### config.mk
export PLATFORM = sky130hd
export DESIGN_NAME = dimmer_sequencer_flat
export DESIGN_NICKNAME = d
export VERILOG_FILES = /design/src/rtl/dimmer_sequencer_pkg.sv /design/src/rtl/dimmer_sequencer_if.sv /design/src/rtl/dimmer_sequencer_tick_prescaler.sv /design/src/rtl/dimmer_sequencer.sv /design/src/flat_wrapper.sv
export SDC_FILE = /design/constraint.sdc
export NUM_CORES = 1
export LEC_CHECK = 0
export BUFFER_PORTS_ARGS = -buffer_cell sky130_fd_sc_hd__buf_4
export CAP_MARGIN = 10
export CORE_AREA = 2 2 69 71
export DETAILED_ROUTE_END_ITERATION = 8
export DIE_AREA = 0 0 71 73
export HOLD_SLACK_MARGIN = 0.12
export PLACE_DENSITY = 0.84
export SLEW_MARGIN = 10
export SYNTH_ARGS = -nofsm -noshare
export SYNTH_HDL_FRONTEND = slang
export SYNTH_HIERARCHICAL = 1
export SYNTH_SLANG_ARGS = --single-unit
### constraint.sdc
create_clock -name clk -period 3.1 [get_ports clk]
set_input_delay 0.155 -clock clk [delete_from_list [all_inputs] [get_ports clk]]
set_output_delay 0.155 -clock clk [all_outputs]
set_load 0.02 [all_outputs]
### src/rtl/dimmer_sequencer_pkg.sv
// Shared types for the lamp dimmer sequencer: FSM states and decoded sensor requests.
package dimmer_sequencer_pkg;

  typedef enum logic [2:0] {
    ST_OFF   = 3'd0,
    ST_IDLE  = 3'd1,
    ST_UP    = 3'd2,
    ST_DOWN  = 3'd3,
    ST_FORCE = 3'd4
  } dimmer_state_e;

  typedef enum logic [1:0] {
    REQ_NONE = 2'd0,
    REQ_UP   = 2'd1,
    REQ_DN   = 2'd2
  } dimmer_req_e;

  // Conflicting requests (both comparators firing) cancel each other out.
  function automatic dimmer_req_e decode_req(input logic aum, input logic dim);
    if (aum && !dim) return REQ_UP;
    if (dim && !aum) return REQ_DN;
    return REQ_NONE;
  endfunction

endpackage

### src/rtl/dimmer_sequencer_if.sv
// Control/status bundle between the comparator/timer logic and the dimmer sequencer.
interface dimmer_sequencer_if #(
  parameter int LEVEL_W = 4
);
  logic               enable;
  logic               dim_req;
  logic               aum_req;
  logic               timer_on;
  logic [LEVEL_W-1:0] level_max;
  logic [LEVEL_W-1:0] level;
  logic               pwm_out;
  logic               busy;
  logic               at_limit;

  modport master (
    output enable, dim_req, aum_req, timer_on, level_max,
    input  level, pwm_out, busy, at_limit
  );

  modport slave (
    input  enable, dim_req, aum_req, timer_on, level_max,
    output level, pwm_out, busy, at_limit
  );
endinterface

### src/rtl/dimmer_sequencer_tick_prescaler.sv
// Divides clk into a one-cycle tick every DIV cycles; counter parks at 0 while disabled.
module tick_prescaler #(
  parameter int DIV = 1000
) (
  input  logic clk,
  input  logic rst_n,
  input  logic en,
  output logic tick
);
  localparam int CNT_W = (DIV > 1) ? $clog2(DIV) : 1;
  localparam logic [CNT_W-1:0] LAST = CNT_W'(DIV - 1);

  logic [CNT_W-1:0] cnt_q, cnt_d;

  // Tick on the last count, then wrap; hold at zero when not enabled.
  always_comb begin
    tick  = en && (cnt_q == LAST);
    cnt_d = cnt_q;
    if (!en || tick) cnt_d = '0;
    else             cnt_d = cnt_q + 1'b1;
  end

  // Count register.
  always_ff @(posedge clk or negedge rst_n) begin
    if (!rst_n) cnt_q <= '0;
    else        cnt_q <= cnt_d;
  end
endmodule

### src/rtl/dimmer_sequencer.sv
// Lamp brightness sequencer: timer/sensor arbitration, debounced ramping and PWM drive.
module dimmer_sequencer #(
  parameter int LEVEL_W    = 4,
  parameter int TICK_DIV   = 1000,
  parameter int HOLD_TICKS = 8
) (
  input logic          clk,
  input logic          rst_n,
  dimmer_sequencer_if.slave bus
);
  import dimmer_sequencer_pkg::*;

  localparam int HOLD_W = $clog2(HOLD_TICKS + 1);
  localparam logic [HOLD_W-1:0] HOLD_MAX = HOLD_W'(HOLD_TICKS);

  dimmer_state_e      state_q, state_d;
  dimmer_req_e        req_q, req_d;
  logic [LEVEL_W-1:0] level_q, level_d;
  logic [LEVEL_W-1:0] pwm_cnt_q, pwm_cnt_d;
  logic [HOLD_W-1:0]  hold_q, hold_d;
  logic               pwm_q, pwm_d;
  logic               busy_q, busy_d;
  logic               at_limit_q, at_limit_d;
  logic               tick;
  logic               qualified;
  logic               req_up, req_dn;
  logic               exit_active;
  logic [LEVEL_W-1:0] lmax;

  assign lmax = bus.level_max;

  tick_prescaler #(.DIV(TICK_DIV)) u_tick (
    .clk   (clk),
    .rst_n (rst_n),
    .en    (bus.enable),
    .tick  (tick)
  );

  // Decode the comparator requests and flag a request that has been stable long enough.
  always_comb begin
    req_d     = decode_req(bus.aum_req, bus.dim_req);
    req_up    = (req_d == REQ_UP);
    req_dn    = (req_d == REQ_DN);
    qualified = (hold_q == HOLD_MAX);
  end

  // Next state and next level; disable beats timer, timer beats sensor requests.
  always_comb begin
    state_d = state_q;
    level_d = level_q;
    if (!bus.enable) begin
      state_d = ST_OFF;
      level_d = '0;
    end else if (bus.timer_on) begin
      state_d = ST_FORCE;
      level_d = lmax;
    end else begin
      unique case (state_q)
        ST_OFF: state_d = ST_IDLE;
        ST_IDLE: begin
          if (level_q > lmax)                          level_d = lmax;
          else if (qualified && req_up && level_q < lmax) state_d = ST_UP;
          else if (qualified && req_dn && level_q != '0)  state_d = ST_DOWN;
        end
        ST_UP: begin
          if (!req_up || lmax <= level_q) begin
            state_d = ST_IDLE;
            level_d = (level_q > lmax) ? lmax : level_q;
          end else if (tick) begin
            level_d = level_q + 1'b1;
            if (level_q + 1'b1 == lmax) state_d = ST_IDLE;
          end
        end
        ST_DOWN: begin
          if (!req_dn) begin
            state_d = ST_IDLE;
          end else if (tick) begin
            level_d = level_q - 1'b1;
            if (level_q == LEVEL_W'(1)) state_d = ST_IDLE;
          end
        end
        ST_FORCE: state_d = ST_IDLE;
        default:  state_d = ST_OFF;
      endcase
    end
  end

  // Debounce count: restarts on request change/null and whenever a ramp or forced window ends.
  always_comb begin
    exit_active = (state_q inside {ST_UP, ST_DOWN, ST_FORCE}) && (state_d != state_q);
    hold_d      = hold_q;
    if (exit_active || req_d == REQ_NONE || req_d != req_q) hold_d = '0;
    else if (tick && !qualified)                           hold_d = hold_q + 1'b1;
  end

  // PWM compare and status flags derived from next-state values so they line up with level.
  always_comb begin
    pwm_cnt_d  = pwm_cnt_q + 1'b1;
    pwm_d      = (state_d != ST_OFF) && (pwm_cnt_q < level_q);
    busy_d     = (state_d == ST_UP) || (state_d == ST_DOWN);
    at_limit_d = (level_d == '0) || (level_d == lmax);
  end

  // State, level, debounce, PWM and status registers.
  always_ff @(posedge clk or negedge rst_n) begin
    if (!rst_n) begin
      state_q    <= ST_OFF;
      req_q      <= REQ_NONE;
      level_q    <= '0;
      hold_q     <= '0;
      pwm_cnt_q  <= '0;
      pwm_q      <= 1'b0;
      busy_q     <= 1'b0;
      at_limit_q <= 1'b1;
    end else begin
      state_q    <= state_d;
      req_q      <= req_d;
      level_q    <= level_d;
      hold_q     <= hold_d;
      pwm_cnt_q  <= pwm_cnt_d;
      pwm_q      <= pwm_d;
      busy_q     <= busy_d;
      at_limit_q <= at_limit_d;
    end
  end

  assign bus.level    = level_q;
  assign bus.pwm_out  = pwm_q;
  assign bus.busy     = busy_q;
  assign bus.at_limit = at_limit_q;
endmodule

### src/flat_wrapper.sv
// flat-port wrapper written by rule: the top's interface ports become plain ports
module dimmer_sequencer_flat import dimmer_sequencer_pkg::*;
#(
  parameter int LEVEL_W    = 4,
  parameter int TICK_DIV   = 1000,
  parameter int HOLD_TICKS = 8
)
  (clk, rst_n, bus_enable, bus_dim_req, bus_aum_req, bus_timer_on, bus_level_max, bus_level, bus_pwm_out, bus_busy, bus_at_limit);
  dimmer_sequencer_if #(.LEVEL_W(LEVEL_W)) bus_i ();
  input logic clk;
  input logic rst_n;
  input wire logic [$bits(bus_i.enable)-1:0] bus_enable;
  input wire logic [$bits(bus_i.dim_req)-1:0] bus_dim_req;
  input wire logic [$bits(bus_i.aum_req)-1:0] bus_aum_req;
  input wire logic [$bits(bus_i.timer_on)-1:0] bus_timer_on;
  input wire logic [$bits(bus_i.level_max)-1:0] bus_level_max;
  output wire logic [$bits(bus_i.level)-1:0] bus_level;
  output wire logic [$bits(bus_i.pwm_out)-1:0] bus_pwm_out;
  output wire logic [$bits(bus_i.busy)-1:0] bus_busy;
  output wire logic [$bits(bus_i.at_limit)-1:0] bus_at_limit;
  assign bus_i.enable = bus_enable;
  assign bus_i.dim_req = bus_dim_req;
  assign bus_i.aum_req = bus_aum_req;
  assign bus_i.timer_on = bus_timer_on;
  assign bus_i.level_max = bus_level_max;
  assign bus_level = bus_i.level;
  assign bus_pwm_out = bus_i.pwm_out;
  assign bus_busy = bus_i.busy;
  assign bus_at_limit = bus_i.at_limit;
  dimmer_sequencer #(.LEVEL_W(LEVEL_W), .TICK_DIV(TICK_DIV), .HOLD_TICKS(HOLD_TICKS)) u_core (.clk(clk), .rst_n(rst_n), .bus(bus_i));
endmodule
==> run_results.csv, run 1 <==
group,metric,value,unit
status,status,"finished, final reports clean",
logic_synthesis,muxShareOfSynthArea,2.14,%
cts,clock_latency,0.28,ns
job,drv_cap,0,
sta,finalHoldViolCount,0,
layout,layout.cells.non_filler,334,
logic_synthesis,synth_top_area_cell,"dfrtp_1",
cts,clkTransAtPathRegs,0.07,ns
global_route,grt_pass1_wl,9350,um
placement,post-place-ws,0.132,ns
route,drt_iter0_drc,301,
power_and_ir_drop,pwr-share-seq,41.1,%
setup_path,critPathArrivalTime,3.08,ns
sta,fin_ws,0.226,ns
placement,placement.io_buffers,16,
layout,stdcell_area,0.00271,mm^2
sta,rsz0062_at_grt,"false",
power_and_ir_drop,switching_share,29.0,%
sta,post-route-period-util,92.7,%
cts,cts_max_level,2,
cts,cts_tree,"done",
placement,place_area,0.00256,mm^2
setup_path,crit_chain,"ha_2, nand3_1, nor3_2, nand3_1, nor2_1, buf_6, nand2_1, mux2_2, o21ai_1, nor2_1, o2111a_1, nor4_2, o2111ai_1, a22oi_1",
route,drtPass1Iterations,6,
global_route,grt_overflow,0,
cts,clock-root-buffer,"clkbuf_8",
die,die_area,0.00518,mm^2
layout,drive_gt1_share,22.5,%
route,vias,2127,
layout,area_growth_syn_to_layout,13.3,%
logic_synthesis,synth.top_cells.by_count,"dfrtp_1, nor2_1, ha_1",
placement,routabilityCongestion,0.943,
die,initial_core_util,52.8,%
logic_synthesis,synth.most_common_cell,"dfrtp_1",
power_and_ir_drop,share_comb_of_total_power,21.6,%
logic_synthesis,synth_top_family_by_area,"simple AND/OR/NAND/NOR gates",
global_route,grt_usage,22.9,%
power_and_ir_drop,p_int,733,uW
layout,n_antenna_cell,0,
global_route,grt_antenna_before_repair,0,
setup_path,critPathTopFamily,"simple AND/OR/NAND/NOR gates",
layout,final_nets,307,
global_route,grt_pass1_vias,2051,
logic_synthesis,synth_edf_count,0,
setup_path,max_stage_delay,0.42,ns
logic_synthesis,netlist_instances,259,
die,core_area,0.00454,mm^2
power_and_ir_drop,ir_drop,0.000259,V
placement,dpl.cell_count,325,
die,die_h,73,um
sta,finalCriticalPeriod,2.87,ns
sta,finalSetupViolations,0,
power_and_ir_drop,power_switching,299,uW
die,io_pins,17,
layout,fill_cells,380,
setup_path,path_max_fanout,13,
setup_path,worst_setup_path_end_kind,"flip-flop",
power_and_ir_drop,p_per_area,381,mW/mm^2
power_and_ir_drop,pwr-share-clk,37.2,%
logic_synthesis,ys_seq_elements,30,
route,wl_per_cell,16.6,um
sta,max_slew.worst_pin.slew,0.637,ns
logic_synthesis,synth_cell_types,72,
logic_synthesis,synth-main-ff-cell,"dfrtp_1",
cts,cts_buffer_depth,2,
logic_synthesis,syn_avg_cell_area,9.25,um^2
setup_path,path_class,"flip-flop to flip-flop",
global_route,grt_max_degree,31,
logic_synthesis,synthTopCellsByArea,"dfrtp_1, ha_1, nor2_1",
setup_path,cp-start-kind,"flip-flop",
route,route.detailed.drc,0,
hold_path,hold_class,"input port to flip-flop",
logic_synthesis,synth_top_area_share,30.3,%
die,die-width,71,um
cts,cts_buffers,5,
setup_path,cp_slowest_cell,"dfrtp_2",
sta,fin_setup_tns,0,ns
cts,cts_setup_buffers,0,
logic_synthesis,synth_area,0.00239,mm^2
sta,slew_headroom,57.4,%
die,rows,25,
sta,finalMaxSlewViolations,0,
route,ant_nets,0,
logic_synthesis,synthAdderAreaFrac,9.40,%
route,routed_wl,5540,um
logic_synthesis,ys_seq_area_share,31.4,%
sta,fmax,348,MHz
power_and_ir_drop,leakage,0.00120,uW
sta,fin_skew,0.0106,ns
logic_synthesis,synthArstFlopShare,100,%
logic_synthesis,yosys.area_share.simple,22.7,%
logic_synthesis,synth_fp_nets,287,
logic_synthesis,synth_compound_area_share,22.2,%
setup_path,cp_num_buf_inv,1,
route,vias_per_cell,6.37,
setup_path,critPathRequiredTime,3.31,ns
placement,dpl.hpwl,4130,um
logic_synthesis,synth_xor_area_share,6.58,%
cts,cts_num_sinks,30,
logic_synthesis,synth_warnings,6,
-- power by group through the flow --
stage | logic (uW) | clock network (uW) | registers, uW
finish | 223 | 384 | 425
detailed placement | 216 | 0 | 431
floorplan | 144 | 0 | 434
global route | 244 | 417 | 427
global placement | 212 | 0 | 430
CTS | 217 | 394 | 424
-- final cells by class --
type | count | area (um^2) | area share, %
Sequential cell | 30 | 754 | 27.8
Timing Repair Buffer | 23 | 179 | 6.60
Multi-Input combinational cell | 202 | 1540 | 56.7
Tap cell | 54 | 67.6 | 2.49
Clock buffer | 5 | 68.8 | 2.54
Inverter | 17 | 63.8 | 2.35
Clock inverter | 3 | 40.0 | 1.48
-- state kept, by name, summed over array words and instances, names as in the netlist --
signal,flops
u_core/bus.at_limit,1
u_core/bus.busy,1
u_core/bus.level,4
u_core/bus.pwm_out,1
u_core/hold_q,4
u_core/pwm_cnt_q,4
u_core/req_q,2
u_core/state_q,3
u_core/u_tick/cnt_q,10
-- placed cells by master (no fill, tap or decap), types with 2 or more instances in the layout --
| master | count |
|---|---|
| a31oi_1 | 6 |
| a21oi_1 | 5 |
| dfrtp_2 | 2 |
| o21a_1 | 2 |
| a21o_1 | 3 |
| xor2_1 | 8 |
| a21oi_2 | 2 |
| o22ai_1 | 2 |
| a211oi_1 | 3 |
| nand3_1 | 15 |
| nor3_1 | 5 |
| nand2_1 | 12 |
| clkinv_2 | 2 |
| mux2i_1 | 4 |
| nand4_1 | 4 |
| nand3b_1 | 3 |
| o21ai_1 | 2 |
| or3_1 | 3 |
| nand2b_1 | 3 |
| and3_1 | 3 |
| buf_4 | 21 |
| inv_1 | 16 |
| o211ai_1 | 4 |
| nor3_2 | 3 |
| o21ai_0 | 10 |
| a22oi_1 | 2 |
| dfrtp_1 | 27 |
| a211oi_2 | 2 |
| ha_1 | 17 |
| xnor2_1 | 10 |
| clkbuf_8 | 5 |
| o221ai_2 | 2 |
| nor2_1 | 27 |
-- worst register-to-register path: stages, from the launching register on --
cell,delay (ns)
dfrtp_2,0.42
ha_2,0.23
nand3_1,0.09
nor3_2,0.14
nand3_1,0.11
nor2_1,0.13
buf_6,0.17
nand2_1,0.12
mux2_2,0.30
o21ai_1,0.15
nor2_1,0.09
o2111a_1,0.15
nor4_2,0.33
o2111ai_1,0.16
a22oi_1,0.21
-- timing repair --
| item | in CTS | in global routing |
|---|---|---|
| setup endpoints to repair | 0 | 5 |
| gates resized for setup | 0 | 9 |
| endpoints found under the hold margin | 30 | 0 |
| hold buffers | 1 | 0 |
-- routing by layer --
| metal | up-vias | global-route usage, % | wire length (um) |
|---|---|---|---|
| met5 | - | 0 | 0 |
| met4 | 0 | 10.9 | 144 |
| met3 | 18 | 4.70 | 324 |
| met2 | 111 | 37.5 | 2710 |
| met1 | 1010 | 29.2 | 2360 |
| li1 | 988 | - | - |
-- per-stage QoR --
stage | utilization [%] | hold slack [ns] | power [uW]
2_1_floorplan | - | -0.141 | 578
3_3_place_gp | 56.4 | 0.111 | 642
3_5_place_dp | 56.4 | 0.108 | 646
4_1_cts | 59.0 | 0.153 | 1040
5_1_grt | 59.8 | 0.154 | 1090
6_report | 59.8 | 0.160 | 1030
-- worst paths after layout --
check / start / endpoint / slack, ns / cells after the start
worst max-delay path: u_core/u_tick/cnt_q[0] / u_core/bus.at_limit / 0.23 / 14
worst min-delay path: bus_level_max[0] / u_core/bus.at_limit / 0.16 / 3
worst max register to register: u_core/u_tick/cnt_q[0] / u_core/bus.at_limit / 0.23 / 14
worst min register to register: u_core/pwm_cnt_q[0] / u_core/pwm_cnt_q[0] / 0.47 / 1
max in group asynchronous: rst_n / u_core/bus.at_limit / 2.45 / 2
min in group asynchronous: rst_n / u_core/req_q[1] / 0.34 / 2
-- cell families after synthesis --
kind of cell	count (synthesis)
mux	5
fa+ha+maj	18
simple gates	95
xor+xnor	18
compound gates	66
buf+inv	27
flops	30
(Power assumes the default switching activity.)
==> run 2, diff against run 1 <==
- CELL_PAD_IN_SITES_DETAIL_PLACEMENT: default -> 0
- CELL_PAD_IN_SITES_GLOBAL_PLACEMENT: default -> 1
- CORE_AREA: 2 2 69 71 -> 2 2 79 81
- DIE_AREA: 0 0 71 73 -> 0 0 81 83
- PLACE_DENSITY: 0.84 -> 0.82
==> run_results.csv, run 2 (same netlist as run 1, synthesis figures left out) <==
group,metric,value,unit
status,status,"finished, final reports clean",
cts,cts_buffers,5,
route,drtPass1Iterations,4,
hold_path,hold_class,"input port to flip-flop",
setup_path,r2r_end,"u_core/bus.at_limit",
global_route,grt_usage,18.4,%
job,drv_cap,0,
sta,max_slew.worst_pin.slew,0.463,ns
route,routed_wl,5660,um
sta,finalCriticalPeriod,2.86,ns
route,wl_per_cell,15.7,um
route,ant_nets,0,
sta,finalSetupViolations,0,
placement,routabilityCongestion,0.868,
layout,final_common_cell,"dfrtp_1",
cts,clock_latency,0.29,ns
sta,slew_headroom,69.0,%
route,drt_iter0_drc,170,
setup_path,ff2ff_path_depth,14,
setup_path,path_max_fanout,13,
die,die_h,83,um
global_route,grt_max_degree,31,
placement,placement.io_buffers,16,
cts,cts_num_sinks,30,
die,core_area,0.00582,mm^2
placement,place_area,0.00261,mm^2
global_route,grt_overflow,0,
hold_path,whs_path_depth,2,
layout,n_antenna_cell,0,
die,die-width,81,um
layout,stdcell_area,0.00277,mm^2
power_and_ir_drop,p_per_area,355,mW/mm^2
power_and_ir_drop,leakage,0.00122,uW
route,vias_per_cell,5.68,
setup_path,rrSetupSlack,0.24,ns
power_and_ir_drop,ir_drop,0.000202,V
route,vias,2044,
die,rows,28,
setup_path,worst_setup_path_end_kind,"flip-flop",
setup_path,critPathArrivalTime,3.06,ns
cts,cts_max_level,2,
sta,fmax,350,MHz
layout,largest_register_ffs,10,
layout,regArea,752,um^2
layout,area_growth_syn_to_layout,15.7,%
sta,finalMaxSlewViolations,0,
hold_path,hold_path_end,"u_core/bus.level[0]",
cts,clkTransAtPathRegs,0.06,ns
sta,finalHoldViolCount,0,
layout,drive_gt1_share,23.5,%
global_route,grt_pass1_vias,2033,
layout,regMostFlops,"u_core/u_tick/cnt_q",
global_route,grt_pass1_wl,9760,um
setup_path,cp-start-kind,"flip-flop",
cts,cts_buffer_depth,2,
setup_path,critPathRequiredTime,3.30,ns
layout,final_nets,312,
layout,multi_input_area,0.00155,mm^2
cts,clock-root-buffer,"clkbuf_8",
route,route.detailed.drc,0,
die,io_pins,17,
sta,post-route-period-util,92.2,%
setup_path,r2r-start,"u_core/u_tick/cnt_q[1]",
layout,final_cell_mix,"dfrtp_1, buf_4, nor2_1, ha_1, inv_1",
global_route,grt_antenna_before_repair,0,
die,die_area,0.00672,mm^2
layout,fill_cells,584,
sta,fin_skew,0.00964,ns
setup_path,path_class,"flip-flop to flip-flop",
placement,dpl.hpwl,4230,um
hold_path,hold_start,"bus_level_max[0]",
power_and_ir_drop,p_total,983,uW
cts,cts_tree,"done",
die,initial_core_util,41.2,%
## run 2: worst max-delay path by stage
stage	from	to	slack, ns	depth (start not counted)
floorplan	u_core/u_tick/cnt_q[0]	u_core/hold_q[1]	0.25	13
global placement	u_core/u_tick/cnt_q[1]	u_core/bus.at_limit	0.26	14
detailed placement	u_core/u_tick/cnt_q[1]	u_core/hold_q[2]	0.16	13
CTS	u_core/u_tick/cnt_q[1]	u_core/bus.at_limit	0.12	14
global route	u_core/u_tick/cnt_q[1]	u_core/bus.at_limit	-0.01	14
finish	u_core/u_tick/cnt_q[1]	u_core/bus.at_limit	0.24	14
## run 2: layout make-up
cell class | instances | area share (%)
inverters | 17 | 2.30
clock buffers | 6 | 2.98
flip-flops and latches | 30 | 27.1
well taps | 75 | 3.39
clock inverters | 2 | 0.451
multi-input cells | 202 | 55.9
repair buffers | 28 | 7.81
## run 2: critical path, stage by stage, from the launching register on
cell and delay (ns):
dfrtp_1 0.39, ha_2 0.22, nand3_1 0.09, nor3_2 0.20
nand3_1 0.14, nor2_2 0.11, buf_6 0.16, nand2_1 0.11
mux2_2 0.31, o21ai_2 0.13, nor2_1 0.08, o2111a_1 0.16
nor4_4 0.32, o2111ai_1 0.14, a22oi_1 0.21
## run 2: stage by stage
| stage | std cells | hold slack [ns] | TNS, ns | setup WS, ns | utilization (%) |
|---|---|---|---|---|---|
| floorplan | 259 | -0.141 | 0 | 0.247 | - |
| detailed placement | 349 | 0.110 | 0 | 0.161 | 44.8 |
| CTS | 358 | 0.153 | 0 | 0.122 | 46.6 |
| global placement | 349 | 0.108 | 0 | 0.258 | 44.8 |
| finish | 360 | 0.166 | 0 | 0.240 | 47.7 |
| global route | 360 | 0.155 | -0.00967 | -0.00967 | 47.7 |
## run 2: repair_timing
action,in CTS,in global routing
setup endpoints to repair,0,4
resized for setup,0,9
buffers inserted,0,2
endpoints found under the hold margin,30,0
hold buffers,1,0
## run 2: where the power goes
part | internal (uW) | switching, uW
sequential | 407 | 15.0
combinational | 94.7 | 137
clock | 178 | 151
total | 680 | 303
## run 2: routing by layer
metal	vias to the layer above	track usage [%]	part of all wire, %
li1	998	-	-
met1	992	23.9	46
met2	44	30.1	49
met3	10	3.15	3.2
met4	0	6.93	1.9
met5	-	0	0
